`src/rtl/updown_counter_param_pkg.sv`:
```
// Shared definitions for the parametrised up/down counter: direction encodings
// and the constant functions used to size internal registers.
package counter_pkg;

    localparam logic DIR_UP   = 1'b1;
    localparam logic DIR_DOWN = 1'b0;

    // Ceiling log2 for elaboration-time sizing; clog2(1) is 0.
    function automatic int unsigned clog2(input int unsigned value);
        int unsigned result;
        int unsigned rem;
        result = 32'd0;
        rem    = (value > 32'd0) ? (value - 32'd1) : 32'd0;
        while (rem > 32'd0) begin
            result = result + 32'd1;
            rem    = rem >> 32'd1;
        end
        return result;
    endfunction

    // Prescaler register width; never narrower than one bit.
    function automatic int unsigned presc_width(input int unsigned prescale);
        int unsigned w;
        w = clog2(prescale);
        return (w < 32'd1) ? 32'd1 : w;
    endfunction

endpackage

```
`src/rtl/updown_counter_param_tick_prescaler.sv`:
```
// Clock-enable prescaler: raises tick once every PRESCALE enabled cycles and
// can be restarted to phase zero by a clear or load in the parent.
module tick_prescaler
    import counter_pkg::*;
#(
    parameter int PRESCALE = 1
) (
    input  logic refclk,
    input  logic reset_count_n,
    input  logic enable,
    input  logic restart,
    output logic tick
);

    localparam int unsigned   PW        = presc_width(int'(PRESCALE));
    localparam logic [PW-1:0] PRESC_MAX = PW'(PRESCALE - 32'sd1);
    localparam logic [PW-1:0] PRESC_ONE = PW'(32'd1);
    localparam logic [PW-1:0] PRESC_ZERO = {PW{1'b0}};

    generate
        if (PRESCALE < 32'sd1) begin : g_bad_prescale
            $error("tick_prescaler: PRESCALE must be at least 1");
        end
    endgenerate

    logic [PW-1:0] presc_r;
    logic [PW-1:0] presc_nxt_s;
    logic          tick_s;

    assign tick_s = enable && (presc_r == PRESC_MAX);
    assign tick   = tick_s;

    // Next prescale phase: restart wins, a tick wraps to zero, enable advances.
    always_comb begin
        presc_nxt_s = presc_r;
        if (restart) begin
            presc_nxt_s = PRESC_ZERO;
        end else if (tick_s) begin
            presc_nxt_s = PRESC_ZERO;
        end else if (enable) begin
            presc_nxt_s = presc_r + PRESC_ONE;
        end else begin
            presc_nxt_s = presc_r;
        end
    end

    // Prescale phase register.
    always_ff @(posedge refclk or negedge reset_count_n) begin
        if (!reset_count_n) begin
            presc_r <= PRESC_ZERO;
        end else begin
            presc_r <= presc_nxt_s;
        end
    end

endmodule

```
`src/rtl/updown_counter_param.sv`:
```
// Parametrised up/down counter with prescaled stepping, wrap or saturate at the
// range ends, synchronous clear/load and terminal-count / boundary flags.
module updown_counter_param
    import counter_pkg::*;
#(
    parameter int WIDTH    = 4,
    parameter int MODULUS  = 16,
    parameter int PRESCALE = 1,
    parameter int SATURATE = 0
) (
    input  logic             refclk,
    input  logic             reset_count_n,
    input  logic             enable,
    input  logic             counter_direction,
    input  logic             clear,
    input  logic             load,
    input  logic [WIDTH-1:0] load_value,
    output logic [WIDTH-1:0] count,
    output logic             step,
    output logic             terminal_count,
    output logic             boundary_pulse
);

    localparam logic [WIDTH-1:0] CNT_MAX  = WIDTH'(MODULUS - 32'sd1);
    localparam logic [WIDTH-1:0] CNT_ZERO = {WIDTH{1'b0}};
    localparam logic [WIDTH-1:0] CNT_ONE  = WIDTH'(32'd1);
    localparam logic             SAT_MODE = (SATURATE != 32'sd0);

    generate
        if ((MODULUS < 32'sd2) || (64'(MODULUS) > (64'd1 << WIDTH))) begin : g_bad_modulus
            $error("updown_counter_param: MODULUS must satisfy 2 <= MODULUS <= 2**WIDTH");
        end
        if (PRESCALE < 32'sd1) begin : g_bad_prescale
            $error("updown_counter_param: PRESCALE must be at least 1");
        end
        if ((SATURATE != 32'sd0) && (SATURATE != 32'sd1)) begin : g_bad_saturate
            $error("updown_counter_param: SATURATE must be 0 or 1");
        end
    endgenerate

    logic             tick_s;
    logic             restart_s;
    logic             at_max_s;
    logic             at_zero_s;
    logic [WIDTH-1:0] load_clamped_s;
    logic [WIDTH-1:0] count_r;
    logic [WIDTH-1:0] count_nxt_s;
    logic             step_r;
    logic             step_nxt_s;
    logic             bpulse_r;
    logic             bpulse_nxt_s;

    // A clear or load re-aligns the prescale phase so the next step is a full period away.
    assign restart_s = clear | load;

    tick_prescaler #(
        .PRESCALE (PRESCALE)
    ) u_tick_prescaler (
        .refclk        (refclk),
        .reset_count_n (reset_count_n),
        .enable        (enable),
        .restart       (restart_s),
        .tick          (tick_s)
    );

    assign at_max_s       = (count_r == CNT_MAX);
    assign at_zero_s      = (count_r == CNT_ZERO);
    assign load_clamped_s = (load_value > CNT_MAX) ? CNT_MAX : load_value;

    // Next count and flag values; clear beats load, load beats a coincident step.
    always_comb begin
        count_nxt_s  = count_r;
        step_nxt_s   = 1'b0;
        bpulse_nxt_s = 1'b0;
        if (clear) begin
            count_nxt_s = CNT_ZERO;
        end else if (load) begin
            count_nxt_s = load_clamped_s;
        end else if (tick_s) begin
            step_nxt_s = 1'b1;
            if (counter_direction == DIR_UP) begin
                if (at_max_s) begin
                    bpulse_nxt_s = 1'b1;
                    count_nxt_s  = SAT_MODE ? CNT_MAX : CNT_ZERO;
                end else begin
                    count_nxt_s  = count_r + CNT_ONE;
                end
            end else begin
                if (at_zero_s) begin
                    bpulse_nxt_s = 1'b1;
                    count_nxt_s  = SAT_MODE ? CNT_ZERO : CNT_MAX;
                end else begin
                    count_nxt_s  = count_r - CNT_ONE;
                end
            end
        end else begin
            count_nxt_s = count_r;
        end
    end

    // Count and flag registers.
    always_ff @(posedge refclk or negedge reset_count_n) begin
        if (!reset_count_n) begin
            count_r  <= CNT_ZERO;
            step_r   <= 1'b0;
            bpulse_r <= 1'b0;
        end else begin
            count_r  <= count_nxt_s;
            step_r   <= step_nxt_s;
            bpulse_r <= bpulse_nxt_s;
        end
    end

    assign count          = count_r;
    assign step           = step_r;
    assign boundary_pulse = bpulse_r;
    assign terminal_count = (at_max_s  && (counter_direction == DIR_UP)) ||
                            (at_zero_s && (counter_direction == DIR_DOWN));

endmodule

```
`config.mk`:
```
export PLATFORM = sky130hd
export DESIGN_NAME = updown_counter_param
export DESIGN_NICKNAME = d
export VERILOG_FILES = /design/src/rtl/updown_counter_param_pkg.sv /design/src/rtl/updown_counter_param_tick_prescaler.sv /design/src/rtl/updown_counter_param.sv
export SDC_FILE = /design/constraint.sdc
export NUM_CORES = 1
export LEC_CHECK = 0
export BUFFER_PORTS_ARGS = -buffer_cell sky130_fd_sc_hd__buf_2
export CORE_AREA = 2 2 39 41
export CTS_BUF_LIST = sky130_fd_sc_hd__clkbuf_4
export DETAILED_ROUTE_END_ITERATION = 6
export DIE_AREA = 0 0 41 43
export HOLD_SLACK_MARGIN = 0.1
export PLACE_DENSITY_LB_ADDON = 0.15
export SYNTH_ARGS = -nofsm -noshare
export SYNTH_HDL_FRONTEND = slang
export SYNTH_HIERARCHICAL = 1
export SYNTH_SLANG_ARGS = --single-unit
```
`constraint.sdc`:
```
create_clock -name refclk -period 1.8 [get_ports refclk]
set_clock_uncertainty 0.15 [all_clocks]
set_input_delay 0.36 -clock refclk [delete_from_list [all_inputs] [get_ports refclk]]
set_output_delay 0.36 -clock refclk [all_outputs]
set_load 0.01 [all_outputs]
```
==> impl_metrics.json <==
{
  "worst-slew-pin-transition_ns": 0.323,
  "final.setup.tns_ns": -0.0438,
  "post-dp-hpwl_um": 829,
  "slew-limit-headroom": 0.779,
  "nets": 95,
  "cp_data_arrival_time_ns": 1.33,
  "synth-edff-count": 0,
  "cp_cell_sequence": "buf_6 -> ha_4 -> nand4_1 -> o31ai_4 -> buf_2",
  "cts_made_buffers": 3,
  "timing.critical_path.max_delay_family": "flip-flops",
  "insertion_delay_ns": 0.25,
  "gpl.final_weighted_congestion": 0.696,
  "routed_wl_mm": 1.15,
  "cts_root_buffer": "sky130_fd_sc_hd__clkbuf_4",
  "cellLeakagePower_nw": 0.364,
  "rows": 14,
  "timing.hold.worst.class": "primary input to register",
  "initial_utilization": 0.350,
  "synth.distinct_cells": 26,
  "cts_tree": "yes",
  "grt_first_pass_wirelength_mm": 1.90,
  "ctsHtreeMaxLevel": 1,
  "synth_fp_nets": 67,
  "detailed_route_via_count": 481,
  "netlist.top_cell.by_area": "sky130_fd_sc_hd__dfrtp_1",
  "synth_cells": 54,
  "drt-pass1-iter-count": 4,
  "grt.total_usage": 0.163,
  "crit_required_ns": 1.29,
  "synthTopCellsByArea": "sky130_fd_sc_hd__dfrtp_1 36%, sky130_fd_sc_hd__ha_1 7.8%, sky130_fd_sc_hd__a21oi_1 7.2%",
  "syn_area_per_cell_sq_um": 8.97,
  "r2r.worst_path.cells": 8,
  "ys.warnings.count": 6,
  "synth.cell_area_sq_um": 484,
  "postSynth.topFlopCell": "sky130_fd_sc_hd__dfrtp_1",
  "clkSlewWorstSetupHoldPaths_ns": 0.05,
  "antenna_cells_inserted": 0,
  "timing.critical_path.from": "count[0]$_DFFE_PN0P_",
  "crit_type": "register to output pin",
  "min_path_cells": 2,
  "outcome": "finished with violations",
  "postSynthRegisterBits": 7,
  "maxCapViolations": 0,
  "postRouteAntennaNets": 0,
  "post-route-drc-count": 0,
  "power.density_cell_area_nw_per_um2": 649,
  "worst_ir_drop_on_vdd_v": 0.000461,
  "layout_worst_path_cycle_share": 1.02,
  "die_h_um": 43,
  "worstSetupStartpointType": "register",
  "grt_pass1_vias": 462,
  "crit_path_max_fanout": 4,
  "io_pins": 17,
  "synthToLayoutAreaGrowth_pct": 50.4,
  "horizontal_extent_of_the_die_um": 41,
  "detailedRoute.firstIterationViolations": 3,
  "clock.fmax_ghz": 0.542,
  "die_area_sq_um": 1760,
  "synth.top_cells.by_count": "7 x sky130_fd_sc_hd__a21oi_1, 7 x sky130_fd_sc_hd__dfrtp_1, 5 x sky130_fd_sc_hd__inv_1, 5 x sky130_fd_sc_hd__nand2_1",
  "core-area_sq_um": 1380,
  "pin_count_of_the_biggest_net_entering_global_routing": 9,
  "portBuffers": 16,
  "failed_checks": "negative setup slack",
  "cts.path.max_buffers": 2,
  "final_max_slew_viol_count": 0,
  "ys_seq_area_frac": 0.362,
  "route.detailed.vias_per_inst": 4.96,
  "synth_async_sr_flop_share": 1.00,
  "total_power_mw": 0.473,
  "hold_violations": 0,
  "cpMaxStageDelayCell": "sky130_fd_sc_hd__dfrtp_2",
  "fin_ws_ns": -0.0438,
  "post_route_cells_drive_above_1_share": 0.494,
  "path_buf_inv": 2,
  "final.fill_count": 136,
  "final_period_minus_worst_setup_slack_ns": 1.84,
  "synth_top_area_frac": 0.362,
  "worstReg2RegStart": "count[0]$_DFFE_PN0P_",
  "grt_overflow_total": 0,
  "wl_per_cell_um": 11.8,
  "hp-start": "enable",
  "rsz0062_at_grt": "yes",
  "max_stage_delay_on_crit_path_ns": 0.44,
  "final_setup_violation_count": 1,
  "cts.sink_count": 7,
  "cp.depth": 5,
  "grt_antenna_before_repair": 0,
  "timing.critical_path.to_type": "output pin"
}
==> placed cells by master (no fill, tap or decap), drive strengths merged, types with 2 or more instances in the layout <==
cell     n
nor2     3
a21oi    7
dfrtp    7
xor2     2
o21ai    2
o31ai    2
buf     24
ha       3
inv      6
nand2    5
clkbuf   4
==> routing by layer <==
metal | GRT usage | part of all wire | up-vias | routed length (um)
met2 | 0.272 | 0.47 | 13 | 541
met3 | 0.0471 | 0.046 | 2 | 53
met5 | 0 | 0 | - | 0
met1 | 0.185 | 0.47 | 224 | 540
met4 | 0.0600 | 0.0087 | 0 | 10
li1 | - | - | 242 | -
==> registers in the layout, indices dropped and copies added, names as in the netlist <==
name                      flops
step                          1
boundary_pulse                1
u_tick_prescaler/presc_r      1
count                         4
==> cells by family (layout without fill, tap and decap cells) <==
group,Yosys count,count (layout),share of synthesized area
buffers and inverters,8,35,0.0620
AO/OA/AOI/OAI,16,16,0.233
flip-flops,7,7,0.362
AND/OR/NAND/NOR,16,16,0.186
multiplexers,2,2,0.0439
adder cells (fa/ha/maj),3,3,0.0775
XOR/XNOR,2,2,0.0362
==> repair_timing <==
action	CTS	global route
setup endpoints to repair	1	3
resized for setup	8	2
hold endpoints to repair	7	0
hold buffers	1	0
buffers inserted	3	2
pin swaps	2	2
==> metrics by stage <==
| stage | setup slack (ns) | cells | hold slack [ns] | utilization | area, sq um |
|---|---|---|---|---|---|
| after global routing | -0.0937 | 97 | 0.138 | 0.526 | 728 |
| after CTS | -0.0721 | 95 | 0.129 | 0.512 | 708 |
| after floorplan | 0.152 | 54 | -0.0856 | - | 484 |
| after detailed placement | 0.121 | 87 | 0.0574 | 0.433 | 599 |
| final | -0.0438 | 97 | 0.130 | 0.526 | 728 |
| after global placement | 0.0781 | 87 | 0.0553 | 0.433 | 599 |
==> power breakdown <==
part / leakage (nW) / internal (mW) / switching, mW
clock network: 0.0184 / 0.0997 / 0.0580
logic: 0.253 / 0.0706 / 0.0682
registers: 0.0921 / 0.166 / 0.0106
total: 0.364 / 0.336 / 0.137
==> layout make-up <==
cell class	instances	area (sq um)	share of cell area
sequential	7	176	0.242
clock buffer	4	30.0	0.0412
multi-input combinational	39	325	0.447
tap	16	20.0	0.0275
timing repair buffer	25	154	0.211
inverter	6	22.5	0.0309
==> path summary, 6_finish.rpt <==
path	endpoint	slack [ns]
min in group asynchronous	step$_DFF_PN0_	0.33
min	u_tick_prescaler/presc_r$_DFFE_PN0P_	0.13
max reg2reg	count[2]$_DFFE_PN0P_	0.07
max in group asynchronous	count[0]$_DFFE_PN0P_	1.00
min reg2reg	u_tick_prescaler/presc_r$_DFFE_PN0P_	0.36
max	terminal_count	-0.04
(Power assumes the default switching activity.)
